==> config.mk <==
export PLATFORM = sky130hd
export DESIGN_NAME = fetch_unit
export DESIGN_NICKNAME = d
export VERILOG_FILES = /design/src/rtl/fetch_pkg.sv /design/src/rtl/fetch_unit_sync_fifo.sv /design/src/rtl/fetch_unit.sv
export SDC_FILE = /design/constraint.sdc
export NUM_CORES = 1
export LEC_CHECK = 0
export CAP_MARGIN = 20
export CORE_ASPECT_RATIO = 0.8
export CORE_UTILIZATION = 54
export CTS_CLUSTER_DIAMETER = 80
export DETAILED_ROUTE_END_ITERATION = 7
export GPL_TIMING_DRIVEN = 0
export PLACE_DENSITY_LB_ADDON = 0.12
export SYNTH_ARGS = -nofsm -noshare
export SYNTH_HDL_FRONTEND = slang
export SYNTH_SLANG_ARGS = --single-unit
==> constraint.sdc <==
create_clock -name clk -period 4.4 [get_ports clk]
set_input_delay 0.88 -clock clk [delete_from_list [all_inputs] [get_ports clk]]
set_output_delay 0.88 -clock clk [all_outputs]
set_load 0.03 [all_outputs]
==> src/rtl/fetch_pkg.sv <==
// fetch_pkg: shared constants and types for the instruction-fetch front end.
//   INST_W        instruction word width
//   PC_INC        PC step per sequential fetch
//   RV_NOP        canonical rv32 NOP (addi x0,x0,0)
//   fetch_entry_t {pc, inst} pair as handed to decode (32-bit PC build)
package fetch_pkg;
  localparam int unsigned INST_W     = 32;
  localparam int unsigned PC_INC     = 4;
  localparam logic [31:0] RV_NOP     = 32'h0000_0013;
  localparam int unsigned FETCH_XLEN = 32;

  typedef struct packed {
    logic [FETCH_XLEN-1:0] pc;
    logic [INST_W-1:0]     inst;
  } fetch_entry_t;
endpackage

==> src/rtl/fetch_unit_sync_fifo.sv <==
// sync_fifo: single-clock FIFO with registered storage.
//   clk, rst      clock, synchronous active-high reset
//   push, wdata   write request and data
//   pop, rdata    read request; rdata shows the head entry
//   flush         empties the FIFO (push/pop ignored that cycle)
//   count         current occupancy
//   full, empty   occupancy flags
// DEPTH must be a power of 2 so the pointers wrap naturally.
module sync_fifo #(
  parameter int unsigned WIDTH = 8,
  parameter int unsigned DEPTH = 4
) (
  input  logic                       clk,
  input  logic                       rst,
  input  logic                       push,
  input  logic                       pop,
  input  logic                       flush,
  input  logic [WIDTH-1:0]           wdata,
  output logic [WIDTH-1:0]           rdata,
  output logic [$clog2(DEPTH+1)-1:0] count,
  output logic                       full,
  output logic                       empty
);
  localparam int unsigned CW = $clog2(DEPTH+1);
  localparam int unsigned AW = (DEPTH > 1) ? $clog2(DEPTH) : 1;
  localparam logic [CW-1:0] DEPTH_C = CW'(DEPTH);

  logic [WIDTH-1:0] mem [DEPTH];
  logic [AW-1:0]    wr_ptr;
  logic [AW-1:0]    rd_ptr;
  logic             do_push;
  logic             do_pop;

  assign full    = (count == DEPTH_C);
  assign empty   = (count == '0);
  assign do_pop  = pop & ~empty & ~flush;
  // A pop frees the slot in the same cycle, so push is legal even when full.
  assign do_push = push & (~full | do_pop) & ~flush;
  assign rdata   = mem[rd_ptr];

  always_ff @(posedge clk) begin
    if (do_push) mem[wr_ptr] <= wdata;
  end

  always_ff @(posedge clk) begin
    if (rst || flush) begin
      wr_ptr <= '0;
      rd_ptr <= '0;
      count  <= '0;
    end else begin
      if (do_push) wr_ptr <= wr_ptr + AW'(1);
      if (do_pop)  rd_ptr <= rd_ptr + AW'(1);
      case ({do_push, do_pop})
        2'b10:   count <= count + CW'(1);
        2'b01:   count <= count - CW'(1);
        default: count <= count;
      endcase
    end
  end
endmodule

==> src/rtl/fetch_unit.sv <==
// fetch_unit: rv32 instruction-fetch front end.
//   clk, rst                      clock, synchronous active-high reset
//   fetch_en                      permits issuing new imem requests
//   jump_valid/jump_target        jump redirect (wins over branch)
//   branch_valid/branch_target    taken-branch redirect
//   imem_req_valid/addr/ready     in-order request channel to imem (addr = pc)
//   imem_rsp_valid/data           in-order response channel, always accepted
//   inst_valid/pc/data/ready      {pc, instruction} handshake to decode
//   pc                            next fetch address
// Requests are credit-limited so that buffered plus in-flight never exceeds
// FIFO_DEPTH; on redirect, responses to stale requests are counted off via
// drop_cnt and discarded.
module fetch_unit
  import fetch_pkg::*;
#(
  parameter int unsigned     XLEN         = 32,
  parameter logic [XLEN-1:0] RESET_VECTOR = '0,
  parameter int unsigned     FIFO_DEPTH   = 4
) (
  input  logic              clk,
  input  logic              rst,
  input  logic              fetch_en,
  input  logic              jump_valid,
  input  logic [XLEN-1:0]   jump_target,
  input  logic              branch_valid,
  input  logic [XLEN-1:0]   branch_target,
  output logic              imem_req_valid,
  output logic [XLEN-1:0]   imem_req_addr,
  input  logic              imem_req_ready,
  input  logic              imem_rsp_valid,
  input  logic [INST_W-1:0] imem_rsp_data,
  output logic              inst_valid,
  output logic [XLEN-1:0]   inst_pc,
  output logic [INST_W-1:0] inst_data,
  input  logic              inst_ready,
  output logic [XLEN-1:0]   pc
);
  localparam int unsigned CW = $clog2(FIFO_DEPTH+1);
  localparam logic [CW:0] DEPTH_C = (CW+1)'(FIFO_DEPTH);

  typedef struct packed {
    logic [XLEN-1:0]   pc;
    logic [INST_W-1:0] inst;
  } entry_t;

  logic [XLEN-1:0] rsp_pc;
  logic [XLEN-1:0] target;
  logic [CW-1:0]   outstanding;
  logic [CW-1:0]   drop_cnt;
  logic [CW-1:0]   fifo_count;
  logic [CW:0]     credit_used;
  logic            redirect;
  logic            req_fire;
  logic            push;
  logic            pop;
  logic            fifo_full;
  logic            fifo_empty;
  entry_t          wr_entry;
  entry_t          head;

  assign redirect = jump_valid | branch_valid;
  assign target   = jump_valid ? {jump_target[XLEN-1:2], 2'b00}
                               : {branch_target[XLEN-1:2], 2'b00};

  assign credit_used    = {1'b0, fifo_count} + {1'b0, outstanding};
  assign imem_req_valid = ~rst & fetch_en & ~redirect & ~fifo_full
                        & (credit_used < DEPTH_C);
  assign imem_req_addr  = pc;
  assign req_fire       = imem_req_valid & imem_req_ready;

  assign push     = imem_rsp_valid & ~redirect & (drop_cnt == '0);
  assign pop      = inst_valid & inst_ready & ~redirect;
  assign wr_entry = '{pc: rsp_pc, inst: imem_rsp_data};

  assign inst_valid = ~fifo_empty;
  assign inst_pc    = inst_valid ? head.pc   : '0;
  assign inst_data  = inst_valid ? head.inst : '0;

  sync_fifo #(
    .WIDTH (XLEN + INST_W),
    .DEPTH (FIFO_DEPTH)
  ) u_fifo (
    .clk   (clk),
    .rst   (rst),
    .push  (push),
    .pop   (pop),
    .flush (redirect),
    .wdata (wr_entry),
    .rdata (head),
    .count (fifo_count),
    .full  (fifo_full),
    .empty (fifo_empty)
  );

  always_ff @(posedge clk) begin
    if (rst) begin
      pc          <= RESET_VECTOR;
      rsp_pc      <= RESET_VECTOR;
      outstanding <= '0;
      drop_cnt    <= '0;
    end else begin
      outstanding <= outstanding + CW'(req_fire) - CW'(imem_rsp_valid);
      if (redirect) begin
        pc       <= target;
        rsp_pc   <= target;
        // A response landing this cycle retires one stale request already.
        drop_cnt <= outstanding - CW'(imem_rsp_valid);
      end else begin
        if (req_fire) pc     <= pc + XLEN'(PC_INC);
        if (push)     rsp_pc <= rsp_pc + XLEN'(PC_INC);
        if (imem_rsp_valid && drop_cnt != '0) drop_cnt <= drop_cnt - CW'(1);
      end
    end
  end
endmodule

==> results of run 1 <==
## power breakdown
| group | leakage (µW) | switching (µW) | internal (µW) |
|---|---|---|---|
| logic | 0.00285 | 358 | 303 |
| registers | 0.00287 | 97.7 | 3350 |
| clock network | 0.000456 | 1110 | 1420 |
| total | 0.00618 | 1570 | 5070 |
## final cells by class
type / instances / area, µm² / area share (%)
repair buffers: 226 / 2320 / 12.7
well taps: 357 / 447 / 2.44
clock buffers: 39 / 806 / 4.40
multi-input cells: 639 / 5010 / 27.4
clock inverters: 19 / 155 / 0.848
flip-flops and latches: 323 / 8950 / 48.9
plain buffers: 93 / 536 / 2.93
inverters: 18 / 67.6 / 0.369
## flip-flops by register name, indices dropped and copies added, names as in the netlist, named ones only
name           flops
u_fifo.count       3
u_fifo.wr_ptr      2
imem_req_addr     30
drop_cnt           3
u_fifo.mem       248
rsp_pc            30
u_fifo.rd_ptr      2
outstanding        3
## placed cells by master, fill, tap and decap left out, types with 21 or more instances in the layout
master	instances
edfxtp_1	248
clkdlybuf4s50_1	222
dfxtp_1	75
nand2_1	71
and2_1	68
mux4_2	62
a21oi_1	60
nor2_1	44
buf_4	40
clkbuf_1	35
clkbuf_16	31
nor3_1	30
o21ai_0	27
nand4_1	26
nand3_1	25
buf_2	23
and3_1	21
## worst max-delay path, stage by stage
cell and delay [ps]:
clkdlybuf4s50_1 500, buf_2 240, nor2_2 360, nand2_1 310
and4bb_2 400, clkdlybuf4s50_1 700
## final timing paths
| check | startpoint | to | slack (ps) |
|---|---|---|---|
| setup / recovery | branch_valid | imem_req_valid | 120 |
| hold / removal | rsp_pc[29]$_SDFFE_PP0P_ | u_fifo.mem[1][61]$_DFFE_PP_ | 550 |
| setup reg to reg | u_fifo.count[1]$_SDFFE_PP0P_ | u_fifo.count[2]$_SDFFE_PP0P_ | 1630 |
| hold reg to reg | rsp_pc[29]$_SDFFE_PP0P_ | u_fifo.mem[1][61]$_DFFE_PP_ | 550 |
## logic make-up (layout without fill, tap and decap cells)
logic type,Yosys count,after routing,share of synthesized area (%)
XOR/XNOR,18,18,1.08
other,1,6,0.0258
AO/OA/AOI/OAI,175,175,7.70
multiplexers,70,70,10.2
flip-flops,323,323,61.6
AND/OR/NAND/NOR,353,353,13.7
adder cells (fa/ha/maj),17,17,1.57
buffers and inverters,111,395,4.15
## through the flow
| step | instance area [µm²] | total power, µW | hold slack, ps | instances |
|---|---|---|---|---|
| after floorplan | 14600 | 3860 | 455 | 1073 |
| after global placement | 17200 | 4150 | 509 | 1652 |
| after detailed placement | 17300 | 4170 | 536 | 1656 |
| after CTS | 18300 | 6660 | 551 | 1714 |
| after global routing | 18300 | 6840 | 570 | 1714 |
| final | 18300 | 6640 | 548 | 1714 |
## layer usage
layer | share of wire [%] | wire length, µm | track usage (%) | vias to the layer above
li1 | - | - | - | 4603
met3 | 8.3 | 3030 | 5.15 | 57
met5 | 0 | 0 | 0 | -
met2 | 47 | 17300 | 42.9 | 473
met4 | 2.1 | 756 | 7.11 | 0
met1 | 43 | 15600 | 37.5 | 4883
==> flow_metrics.py, run 1 <==
metrics = {
    "critical_path": {
        "crit_arrival_ps": 3400,
        "cp.required_ps": 3520,
        "critical_path.endpoint_type": "output port",
        "worstSetupPathType": "primary input to output port",
        "cp_max_fo": 10,
        "startpoint_type": "primary input",
        "r2r_cells": 9,
    },
    "cells_and_area": {
        "fillers": 1851,
        "layout-drive-gt1-share_pct": 15.6,
        "n_antenna_cell": 0,
        "area_growth_pct": 25.9,
        "fin_nets": 1453,
        "fin_util_pct": 69.5,
    },
    "cts": {
        "cts_root_buffer": "clkbuf_16",
        "hold_buffers": 0,
        "clockBufferDepth": 3,
        "post_cts_resized": 0,
        "clock_latency_ps": 560,
        "post_cts_buffers": 0,
        "clk_pin_slew_ps": 60,
        "clock_sink_count": 323,
        "cts_tree": "done",
        "cts_inserted_buffers": 31,
        "htreeDepth": 1,
    },
    "synth": {
        "yosysMostFrequentCell": "edfxtp_1",
        "ys_ff_latch": 323,
        "synth_common_cells": "edfxtp_1 (248), dfxtp_1 (75), and2_1 (72)",
        "synth_area_leaders": "edfxtp_1 (51%), dfxtp_1 (10%), mux4_2 (9.6%), and2_1 (3.1%), a21oi_1 (2.1%)",
        "synth_top_area_share_pct": 51.2,
        "yosys_warnings": 0,
        "ys.flop_type": "edfxtp_1",
        "syn_area_mm2": 0.0145,
        "async_reset_ff_share_pct": 0,
        "syn_area_per_cell_um2": 13.6,
        "syn_inst": 1068,
        "yosys.cell_types.count": 76,
        "ys_seq_area_share_pct": 61.6,
        "synth.largest_area_cell": "edfxtp_1",
        "synth_edf_count": 248,
    },
    "min_path": {
        "hp-class": "flop to flop",
        "holdPathStages": 0,
    },
    "global_route": {
        "grt_pass1_wl_mm": 55.3,
        "grt_start_max_net_pins": 59,
        "track_usage_pct": 26.7,
        "grt-ovfl-total": 0,
        "grt_pass1_vias": 9690,
        "antenna_found_initial": 0,
    },
    "power": {
        "power.leakage_uw": 0.00618,
        "power_density_mw_per_mm2": 363,
        "peakVddDrop_uv": 259,
    },
    "detailed_routing": {
        "firstDrtPassIters": 5,
        "vias": 10000,
        "wire_per_inst_um": 21.4,
        "final_antenna_net_count": 0,
        "route.detailed.drc": 0,
        "routed_wl_mm": 36.7,
        "viasPerCell": 5.84,
        "drt_iter0_markers": 752,
    },
    "sta": {
        "worst_pin_slew_ps": 954,
        "slew_violations": 0,
        "slew-limit-headroom_pct": 35.8,
        "rsz0062_at_grt": "no",
        "finalHoldViolCount": 0,
        "layout_setup_ws_ps": 120,
        "fin_tns_setup_ps": 0,
        "finalSetupViolCount": 0,
        "period_minus_slack_ps": 4280,
        "fin_skew_ps": 20.9,
        "finalCritPeriodShare_pct": 97.3,
        "clock.fmax_ghz": 0.234,
    },
    "floorplanning": {
        "core_mm2": 0.0263,
        "die_height_um": 149,
        "dieArea_mm2": 0.0276,
        "initial_utilization_pct": 55.2,
        "row_count": 53,
        "dieWidth_um": 185,
        "pin_count": 234,
    },
    "outcome": {
        "status": "finished, final reports clean",
    },
    "placed_design": {
        "numPortBuffers": 222,
        "place.gp.congestion": 0.958,
        "post-dp-hpwl_mm": 25.5,
        "place_ws_ps": 156,
    },
    "flow_run": {
        "cap_violations": 0,
    },
}
No activity file was read; power rests on OpenSTA's default activity.
==> run 2, diff against run 1 <==
ABC_CLOCK_PERIOD_IN_PS = 4400   (was unset)
REMOVE_ABC_BUFFERS = 1   (was unset)
==> run 2 against run 1 <==
Compared with the run above: routed wire length shrank 7.9%; flip-flop and latch count did not move; non-clock buffer count down 84; critical path depth is 1 higher; die area unchanged; register-to-register slack got worse by 40 ps; first-iteration DRC count grew 8.9%; global-route usage decreased by 1.7 points; largest power group unchanged.
==> flow_metrics.py, run 2 (synthesized netlist as in run 1, its figures left out) <==
metrics = {
    "outcome": {
        "status": "finished, final reports clean",
    },
    "critical_path": {
        "cp_max_fo": 40,
        "slowest_delay_ps": 680,
        "crit_family": "buffers and inverters",
        "startpoint_type": "primary input",
        "cp.required_ps": 3520,
        "cp_cell_sequence": "dlygate4sd2_1 -> buf_16 -> nor2_4 -> buf_12 -> nand2_2 -> and4bb_2 -> clkdlybuf4s50_1",
        "crit_arrival_ps": 3430,
        "worstSetupPathType": "primary input to output port",
        "cp_slowest_cell": "clkdlybuf4s50_1",
        "critical_path.endpoint_type": "output port",
        "critPathLaunch": "branch_valid",
        "path_buf_inv": 4,
        "r2r-start": "u_fifo.count[2]$_SDFFE_PP0P_",
    },
    "detailed_routing": {
        "drt_iter0_markers": 819,
        "route.detailed.drc": 0,
        "firstDrtPassIters": 5,
        "wire_per_inst_um": 20.8,
        "routed_wl_mm": 33.8,
        "vias": 9652,
        "final_antenna_net_count": 0,
        "viasPerCell": 5.93,
    },
    "power": {
        "peakVddDrop_uv": 286,
        "p_seq_share_pct": 51.1,
        "clockPowerShare_pct": 39.8,
        "internal_power_uw": 5230,
        "power.leakage_uw": 0.00597,
        "total_power_uw": 6750,
        "power_density_mw_per_mm2": 374,
        "swShare_pct": 22.6,
        "combPwrFrac_pct": 9.1,
        "power_switching_uw": 1530,
    },
    "sta": {
        "rsz0062_at_grt": "no",
        "period_minus_slack_ps": 4310,
        "finalHoldViolCount": 0,
        "fin_skew_ps": 20.9,
        "whs_ps": 542,
        "slew_violations": 0,
        "clock.fmax_ghz": 0.232,
        "slew-limit-headroom_pct": 31.5,
        "finalCritPeriodShare_pct": 98.0,
        "finalSetupViolCount": 0,
        "worst_pin_slew_ps": 1020,
    },
    "cts": {
        "clk_pin_slew_ps": 60,
        "cts_inserted_buffers": 34,
        "clock_sink_count": 323,
        "post_cts_buffers": 0,
        "clock_latency_ps": 510,
        "cts_tree": "done",
        "hold_buffers": 0,
        "clockBufferDepth": 3,
        "htreeDepth": 2,
        "cts_root_buffer": "clkbuf_16",
    },
    "placed_design": {
        "dp.cells": 1571,
        "post-dp-hpwl_mm": 21.7,
        "place.gp.congestion": 0.868,
        "place_area_mm2": 0.0170,
        "numPortBuffers": 223,
    },
    "floorplanning": {
        "dieArea_mm2": 0.0276,
        "initial_utilization_pct": 55.2,
        "pin_count": 234,
        "dieWidth_um": 185,
        "die_height_um": 149,
        "core_mm2": 0.0263,
        "row_count": 53,
    },
    "cells_and_area": {
        "largest_reg_flops": 248,
        "n_antenna_cell": 0,
        "final_common_cell": "edfxtp_1",
        "largest-register": "u_fifo.mem",
        "stdcell_area_mm2": 0.0181,
        "layout.cells.non_filler": 1629,
        "area_growth_pct": 24.2,
        "layout-drive-gt1-share_pct": 12.7,
        "mostFrequentLayoutCells": "edfxtp_1 (248), clkdlybuf4s50_1 (220), dfxtp_1 (73)",
        "fin_util_pct": 68.6,
        "fin_nets": 1372,
    },
    "global_route": {
        "grt_start_max_net_pins": 61,
        "grt_pass1_vias": 9496,
        "grt-ovfl-total": 0,
        "track_usage_pct": 25.0,
        "grt_pass1_wl_mm": 52.4,
        "antenna_found_initial": 0,
    },
    "min_path": {
        "hp-class": "flop to flop",
        "hp-start": "rsp_pc[31]$_SDFFE_PP0P_",
    },
    "flow_run": {
        "cap_violations": 0,
    },
}
==> run 2: stage by stage <==
| step | TNS [ps] | setup WS (ps) |
|---|---|---|
| after floorplan | -2190 | -35.3 |
| after global placement | -842340 | -2820 |
| after detailed placement | -919 | -500 |
| after CTS | 0 | 81.3 |
| after global routing | 0 | 8.83 |
| final | 0 | 88.5 |
==> run 2: power by group through the flow <==
stage / registers (µW) / clock network [µW] / logic [µW]
finish: 3450 / 2690 / 613
global route: 3460 / 2870 / 662
CTS: 3450 / 2740 / 610
detailed placement: 3510 / 0 / 605
global placement: 3510 / 0 / 584
floorplan: 3550 / 0 / 255
==> run 2: timing repair <==
item	CTS	global route
gates resized for setup	2	0
endpoints found under the setup margin	1	0
hold endpoints to repair	0	0
==> run 2: layout make-up <==
class | instances | area [µm²]
Fill cell | 1898 | 8270
Timing Repair Buffer | 235 | 2520
Sequential cell | 323 | 8960
Tap cell | 357 | 447
Multi-Input combinational cell | 639 | 5020
Inverter | 18 | 67.6
Clock buffer | 46 | 970
Clock inverter | 11 | 73.8
==> run 2: worst paths after layout <==
path | slack (ps) | depth (start not counted) | to
max reg2reg | 1590 | 7 | imem_req_addr[19]$_SDFFE_PP0P_
min reg2reg | 540 | 0 | u_fifo.mem[0][63]$_DFFE_PP_
min | 540 | 0 | u_fifo.mem[0][63]$_DFFE_PP_
max | 90 | 7 | imem_req_valid
==> run 2: metal layers <==
metal,track usage (%),share of wire (%),vias up
met3,4.66,7.6,52
li1,-,-,4439
met2,39.0,46,421
met1,35.8,44,4740
met5,0,0,-
met4,7.44,2.0,0
